`src/rtl/tsv_scan_pkg.sv`:
```
// rtl/tsv_scan_pkg.sv - shared TSV link parameters and scan FSM state type
// Imported by the scanner and by the coder-side and decoder-side top levels.
package tsv_scan_pkg;

  localparam int N_TSV     = 9;
  localparam int MAX_FAULT = 6;
  localparam int NUM_PAT   = N_TSV + 2;

  typedef enum logic [1:0] {
    IDLE   = 2'd0,
    SETTLE = 2'd1,
    CHECK  = 2'd2,
    DONE   = 2'd3
  } scan_state_e;

endpackage

```
`src/rtl/tsv_popcount.sv`:
```
// rtl/tsv_popcount.sv - combinational population count of a TSV flag vector
module tsv_popcount #(
  parameter int N_TSV = 9,
  parameter int CW    = 4
) (
  input  logic [N_TSV-1:0] vec_i,
  output logic [CW-1:0]    cnt_o
);

  always_comb begin
    cnt_o = '0;
    for (int i = 0; i < N_TSV; i++) begin
      cnt_o = cnt_o + {{(CW-1){1'b0}}, vec_i[i]};
    end
  end

endmodule

```
`src/rtl/tsv_fault_scan.sv`:
```
// rtl/tsv_fault_scan.sv - TSV open/short scanner producing the faulty-TSV map
// Drives all-zero, all-one and walking-one patterns and ORs any receive mismatch into f_flag.
module tsv_fault_scan #(
  parameter int N_TSV      = tsv_scan_pkg::N_TSV,
  parameter int MAX_FAULT  = tsv_scan_pkg::MAX_FAULT,
  parameter int SETTLE_CYC = 2
) (
  input  logic             clock,
  input  logic             reset,
  input  logic             start,
  input  logic [N_TSV-1:0] tsv_rx,
  output logic [N_TSV-1:0] tsv_tx,
  output logic             test_mode,
  output logic [N_TSV-1:0] f_flag,
  output logic [3:0]       fault_cnt,
  output logic             repairable,
  output logic             busy,
  output logic             done
);

  import tsv_scan_pkg::*;

  localparam int NPAT = N_TSV + 2;
  localparam int PW   = $clog2(NPAT);

  scan_state_e      state_q, state_d;
  logic [3:0]       cnt_q, cnt_d;
  logic [PW-1:0]    idx_q, idx_d;
  logic [N_TSV-1:0] tx_q, tx_d;
  logic [N_TSV-1:0] acc_q, acc_d;
  logic [N_TSV-1:0] flag_q, flag_d;
  logic [3:0]       fcnt_q, fcnt_d;
  logic             rep_q, rep_d;
  logic             done_q, done_d;
  logic             busy_q, busy_d;
  logic [3:0]       acc_cnt;

  // Pattern k: 0 -> all-zero, 1 -> all-one, k>=2 -> one-hot on bit k-2.
  function automatic logic [N_TSV-1:0] pattern(input logic [PW-1:0] idx);
    logic [N_TSV-1:0] p;
    p = '0;
    if (idx == PW'(1)) begin
      p = '1;
    end else if (idx >= PW'(2)) begin
      p = {{(N_TSV-1){1'b0}}, 1'b1} << (idx - PW'(2));
    end
    return p;
  endfunction

  tsv_popcount #(
    .N_TSV (N_TSV),
    .CW    (4)
  ) u_popcount (
    .vec_i (acc_q),
    .cnt_o (acc_cnt)
  );

  always_comb begin
    state_d = state_q;
    cnt_d   = cnt_q;
    idx_d   = idx_q;
    tx_d    = tx_q;
    acc_d   = acc_q;
    flag_d  = flag_q;
    fcnt_d  = fcnt_q;
    rep_d   = rep_q;
    done_d  = 1'b0;
    busy_d  = 1'b0;
    unique case (state_q)
      IDLE: begin
        tx_d = '0;
        // busy_q still covers the done cycle, so a start there is dropped.
        if (start && !busy_q) begin
          state_d = SETTLE;
          idx_d   = '0;
          tx_d    = pattern('0);
          cnt_d   = 4'(SETTLE_CYC);
        end
      end
      SETTLE: begin
        cnt_d = cnt_q - 4'd1;
        if (cnt_q <= 4'd1) begin
          state_d = CHECK;
        end
      end
      CHECK: begin
        acc_d = acc_q | (tx_q ^ tsv_rx);
        if (idx_q == PW'(NPAT-1)) begin
          state_d = DONE;
          tx_d    = '0;
        end else begin
          state_d = SETTLE;
          idx_d   = idx_q + PW'(1);
          tx_d    = pattern(idx_q + PW'(1));
          cnt_d   = 4'(SETTLE_CYC);
        end
      end
      DONE: begin
        flag_d  = acc_q;
        fcnt_d  = acc_cnt;
        rep_d   = (int'(acc_cnt) <= MAX_FAULT);
        done_d  = 1'b1;
        acc_d   = '0;
        idx_d   = '0;
        state_d = IDLE;
      end
      default: state_d = IDLE;
    endcase
    busy_d = (state_d != IDLE) || (state_q == DONE);
  end

  always_ff @(posedge clock) begin
    if (reset) begin
      state_q <= IDLE;
      cnt_q   <= '0;
      idx_q   <= '0;
      tx_q    <= '0;
      acc_q   <= '0;
      flag_q  <= '0;
      fcnt_q  <= '0;
      rep_q   <= 1'b1;
      done_q  <= 1'b0;
      busy_q  <= 1'b0;
    end else begin
      state_q <= state_d;
      cnt_q   <= cnt_d;
      idx_q   <= idx_d;
      tx_q    <= tx_d;
      acc_q   <= acc_d;
      flag_q  <= flag_d;
      fcnt_q  <= fcnt_d;
      rep_q   <= rep_d;
      done_q  <= done_d;
      busy_q  <= busy_d;
    end
  end

  assign tsv_tx     = tx_q;
  assign test_mode  = busy_q;
  assign f_flag     = flag_q;
  assign fault_cnt  = fcnt_q;
  assign repairable = rep_q;
  assign busy       = busy_q;
  assign done       = done_q;

endmodule

```
`config.mk`:
```
export PLATFORM = sky130hd
export DESIGN_NAME = tsv_fault_scan
export DESIGN_NICKNAME = d
export VERILOG_FILES = /design/src/rtl/tsv_scan_pkg.sv /design/src/rtl/tsv_popcount.sv /design/src/rtl/tsv_fault_scan.sv
export SDC_FILE = /design/constraint.sdc
export NUM_CORES = 1
export LEC_CHECK = 0
export ABC_AREA = 0
export BUFFER_PORTS_ARGS = -buffer_cell sky130_fd_sc_hd__buf_4
export CAP_MARGIN = 20
export CELL_PAD_IN_SITES_DETAIL_PLACEMENT = 1
export CELL_PAD_IN_SITES_GLOBAL_PLACEMENT = 1
export CORE_UTILIZATION = 45
export CTS_CLUSTER_SIZE = 16
export DETAILED_ROUTE_END_ITERATION = 10
export GPL_TIMING_DRIVEN = 0
export PLACE_DENSITY = 0.84
export SETUP_SLACK_MARGIN = 0.5
export SLEW_MARGIN = 25
export SYNTH_ARGS = -nofsm -noshare
export SYNTH_HDL_FRONTEND = slang
export SYNTH_SLANG_ARGS = --single-unit
```
`constraint.sdc`:
```
create_clock -name clock -period 9.2 [get_ports clock]
set_input_delay 0.92 -clock clock [delete_from_list [all_inputs] [get_ports clock]]
set_output_delay 0.92 -clock clock [all_outputs]
set_load 0.01 [all_outputs]
```
## Word level (Yosys, flattened, before mapping)

Index checks and enable logic that the tools add are counted.

| cells by class | value |
|---|---|
| $add $sub $neg | 11 |
| order comparisons | 3 |
| eq/ne operators | 7 |
| shift-type cells | 1 |
| muxes and demuxes | 16 |
| bitwise gates (word level) | 2 |
| reductions and logical operators | 11 |

Operators by type and width:

| kind | number |
|---|---|
| $pmux W9 S2 | 2 |
| $add A4 B1 Y4 | 7 |
| $mux W9 | 3 |
| $pmux W4 S3 | 2 |
| $mux W4 | 4 |
| $or A9 B9 Y9 | 1 |
| $shl A1 B4 Y9 const A | 1 |
| $xor A9 B9 Y9 | 1 |
| $pmux W2 S4 | 1 |
| $mux W2 | 3 |
| $reduce_and A3 Y1 | 2 |
| $reduce_bool A2 Y1 | 3 |
| $reduce_bool A3 Y1 | 2 |
| $add A4 B1 Y4 const B | 1 |
| $eq A2 B2 Y1 const B | 2 |
| $eq A4 B1 Y1 const B | 1 |
| $eq A4 B4 Y1 const B | 1 |
| $ge A4 B2 Y1 const B | 1 |
| $le A4 B1 Y1 const B | 1 |
| $le A4 B3 Y1 const B | 1 |
| $ne A2 B2 Y1 const B | 2 |
| $sub A4 B1 Y4 const B | 1 |
| $sub A4 B2 Y4 const B | 1 |
| $add A1 B1 Y2 | 1 |
| 6 further kinds | 6 |

| word-level totals | value |
|---|---|
| bits in registers | 44 |
| output and inout port bits | 26 |
| logic and storage cells | 61 |

## Depth between registers and ports, before layout

| depth | value |
|---|---|
| word-level depth | 9 |
| gate-level depth with buffers | 13 |
| mapped depth without buffers | 13 |

## Modules after synthesis

A second synthesis with hierarchy kept.

| second synthesis, totals | value |
|---|---|
| cell total of the unflattened synthesis | 253 |
| area total of the unflattened synthesis | 2170.8 um^2 |

Modules (own cells, without submodules):

| module | instances | cells each | area an instance (um^2) | seq. area each (um^2) |
|---|---|---|---|---|
| tsv_fault_scan | 1 | 228 | 1959.4 | 880.8 |
| tsv_popcount | 1 | 25 | 211.5 | 0.0 |

## Least setup slack after synthesis

OpenSTA, ideal clock, no wires.

| timing | value |
|---|---|
| kind | flip-flop to flip-flop |
| start point | reg acc_q[0] |
| end point | reg rep_q, in the netlist repairable |
| setup time | 120 ps |
| arrival time | 3183 ps |
| required time | 9080 ps |
| path slack | 5898 ps |
| stages on the path, launching flop included | 14 |
| cells stage by stage | dfxtp_1 ha_1 inv_1 fa_1 fa_1 fa_1 inv_1 ha_1 inv_1 fa_1 xnor2_1 nor3b_1 nor4_1 a211o_1 |

| between the ends | value |
|---|---|
| longest elaborated chain between the ends | 9 |

RTL lines:

| item | line | text |
|---|---|---|
| from (decl) | tsv_fault_scan.sv:30 | `logic [N_TSV-1:0] acc_q, acc_d;` |
| from (signal assigned) | tsv_fault_scan.sv:118 | `acc_q <= '0;` |
| from (signal assigned) | tsv_fault_scan.sv:129 | `acc_q <= acc_d;` |
| $add A1 B1 Y2 | tsv_popcount.sv:13 | `cnt_o = cnt_o + {{(CW-1){1'b0}}, vec_i[i]};` |
| $add A4 B1 Y4 (7 in a row) | tsv_popcount.sv:13 |  |
| $le A4 B3 Y1 | tsv_fault_scan.sv:101 | `rep_d = (int'(acc_cnt) <= MAX_FAULT);` |
| to (signal assigned) | tsv_fault_scan.sv:132 | `rep_q <= rep_d;` |
| to (decl) | tsv_fault_scan.sv:33 | `logic rep_q, rep_d;` |

Every way passes these cells.
A chain may end at the register's enable or synchronous reset.

## Final worst setup path

Ends and elaborated chain as after synthesis.

==> run_results.csv <==
group,metric,value,unit
detailed_routing,drc,0,
final_layout,regArea,881,µm²
detailed_routing,drt_iter0_markers,45,
placement,dp_slack,5730,ps
worst_setup_path,crit_path_start_kind,"flip-flop",
global_route,grt-ovfl-total,0,
sta,hold_violations,0,
detailed_routing,routed_via_density,5.17,
final_layout,nFillCells,581,
detailed_routing,detail_route.wl_per_cell,14.6,µm
placement,portBuffers,37,
global_route,track_usage,22.2,%
yosys,synthDistinctLibCells,42,
sta,worst_slew_pin_slew,697,ps
power_and_ir_drop,power.density,161,nW/µm²
placement,dpl.cell_count,355,
floorplan,die_y,72.1,µm
global_route,grt_first_pass_wirelength,8830,µm
sta,rsz0062_at_grt,"false",
run,maxCapViolations,0,
worst_setup_path,reg2reg_slack,5720,ps
clocking,cts_hold_buffers,0,
sta,max-slew-margin-rel,53.3,%
sta,slew_violations,0,
final_layout,multi_input_area,1190,µm²
yosys,ys_ff_latch,44,
yosys,syn_inst,251,
floorplan,initial_utilization,46.8,%
worst_setup_path,cp_data_arrival_time,3670,ps
final_layout,num_antenna_cells,0,
clocking,cts_root_buf,"clkbuf_8",
clocking,numCtsBuffers,5,
final_layout,final_cells,363,
final_layout,final_core_util,56.7,%
placement,hpwl,4140,µm
placement,gp_congestion,0.770,
clocking,postCtsSetupBuffers,0,
run_status,status,"finished clean",
clocking,path_clk_slew,90,ps
global_route,grt_pass1_vias,1830,
global_route,met3_usage,5.28,%
sta,setup_ws,5720,ps
sta,finalCritPeriodShare,37.8,%
sta,tns,0,ps
worst_setup_path,required,9390,ps
clocking,clk_latency,300,ps
detailed_routing,ant_nets,0,
floorplan,dieArea,5190,µm²
global_route,grt_max_degree,14,
clocking,cts_tree,"done",
sta,fin_skew,9.49,ps
final_layout,drive_gt1_share,18.9,%
clocking,cts.sinks,44,
floorplan,fp.dieW,72.1,µm
global_route,gr-usage-met2,38.0,%
global_route,grt_antenna_before_repair,0,
yosys,ys_warn_count,0,
global_route,busiest_layer,"met2",
floorplan,fp-row-count,25,
clocking,postCtsResizedCells,0,
yosys,yosysSeqAreaShare,39.9,%
sta,period_minus_slack,3480,ps
sta,max_freq,287,MHz
power_and_ir_drop,p_total,432,µW
floorplan,design.core.area,4720,µm²
global_route,grtUsageMet1,26.4,%
worst_setup_path,cp-end-kind,"flip-flop",
worst_setup_path,path_class,"flip-flop to flip-flop",
floorplan,io_pins,38,
worst_setup_path,cp_max_fo,3,
placement,placed_area,2570,µm²
yosys,syn_area,2210,µm²
yosys,syn_nets,283,
final_layout,fin_nets,327,
yosys,avgSynthCellArea,8.80,µm²
detailed_routing,dr.pass1.iters,4,
final_layout,fin_area,2680,µm²
detailed_routing,finalWirelength,5310,µm
detailed_routing,via_count,1876,
sta,setup_violations,0,
power_and_ir_drop,ir_drop,0.0756,mV
power_and_ir_drop,leakage,1.13,nW
sta,timing.hold.ws,457,ps
clocking,cts_max_level,2,
final_layout,area_growth,21.2,%
hold_path,hold_class,"flip-flop to flip-flop",
clocking,cts_buffer_depth,2,
[report_power, final]
part	switching [mW]	total [mW]	internal (mW)
Clock	0.0646	0.145	0.0806
Sequential	0.0109	0.211	0.201
Combinational	0.0435	0.0759	0.0324
Total	0.119	0.432	0.314
[flip-flops by register name (all words and copies together) (netlist names)]
name and cells:
fault_cnt 4, busy 1, state_q 2, done 1, f_flag 9, acc_q 9
idx_q 4, repairable 1, cnt_q 4, tsv_tx 9
[metal layers]
layer,wire length [µm],part of all wire (%),vias to the layer above
met5,0,0,-
met4,124,2.3,0
met3,137,2.6,11
met1,2370,45,899
li1,-,-,934
met2,2680,51,32
[critical path: stages, from the launching register on]
cell and delay, ps:
dfxtp_1 340, ha_1 300, inv_1 70, fa_1 420, fa_1 510, fa_1 410
inv_1 60, ha_1 150, inv_1 50, fa_1 370, xnor2_1 160, nor3b_1 200
nor4_1 60, a211o_1 270
[cells in the final DEF, fill, tap and decap left out, types with 6 or more instances in the layout]
cell,Yosys,layout
a21oi_1,27,27
buf_4,2,39
clkbuf_1,7,8
dfxtp_1,44,44
ha_1,15,15
inv_1,22,22
nand2_1,27,27
nor2_1,28,28
nor3_1,6,6
xor2_1,10,10
[cells by family (layout without fill, tap and decap cells)]
logic type,Yosys count,after routing,share of synthesized area (%)
adder cells (fa/ha/maj),20,20,13.0
buffers and inverters,33,78,6.34
AO/OA/AOI/OAI,53,53,16.2
XOR/XNOR,14,14,5.89
flip-flops,44,44,39.9
AND/OR/NAND/NOR,87,87,18.7
[synth_stat cells, drive strengths merged]
library cell / count / area share, %
o211ai: 1 / 0.34
a221o: 5 / 2.3
and2: 1 / 0.28
buf: 4 / 1.4
nand4: 1 / 0.28
a2111oi: 2 / 1.4
ha: 15 / 8.5
a41o: 1 / 0.51
nand2: 27 / 4.6
a22oi: 1 / 0.34
and3: 1 / 0.28
a21bo: 1 / 0.45
o311ai: 2 / 0.79
or3: 4 / 1.4
nand3: 4 / 0.91
a221oi: 1 / 0.40
and3b: 1 / 0.40
xnor2: 4 / 1.9
a211o: 2 / 0.79
clkbuf: 7 / 1.2
o21ai: 5 / 1.1
xor2: 10 / 4.0
a21oi: 27 / 6.1
o21a: 1 / 0.34
fa: 5 / 4.5
nor2: 29 / 5.0
nor4: 1 / 0.28
inv: 22 / 3.7
or2b: 1 / 0.34
dfxtp: 44 / 40
nor2b: 3 / 0.85
nand3b: 3 / 1.0
nor3b: 2 / 0.68
nor3: 7 / 1.8
nand2b: 2 / 0.57
a211oi: 4 / 1.4
[worst paths after layout]
check,from,endpoint,cells past startpoint
hold / removal,f_flag[1],f_flag[1],2
setup / recovery,acc_q[0],repairable,13
setup reg to reg,acc_q[0],repairable,13
hold reg to reg,f_flag[1],f_flag[1],2
[final cells by class]
| cell class | instances | share of cell area, % |
|---|---|---|
| flip-flops and latches | 44 | 32.9 |
| multi-input cells | 174 | 44.4 |
| plain buffers | 11 | 2.15 |
| repair buffers | 37 | 10.4 |
| well taps | 67 | 3.13 |
| clock inverters | 2 | 1.31 |
| clock buffers | 6 | 2.71 |
| inverters | 22 | 3.08 |
No activity file was read; power rests on OpenSTA's default activity.
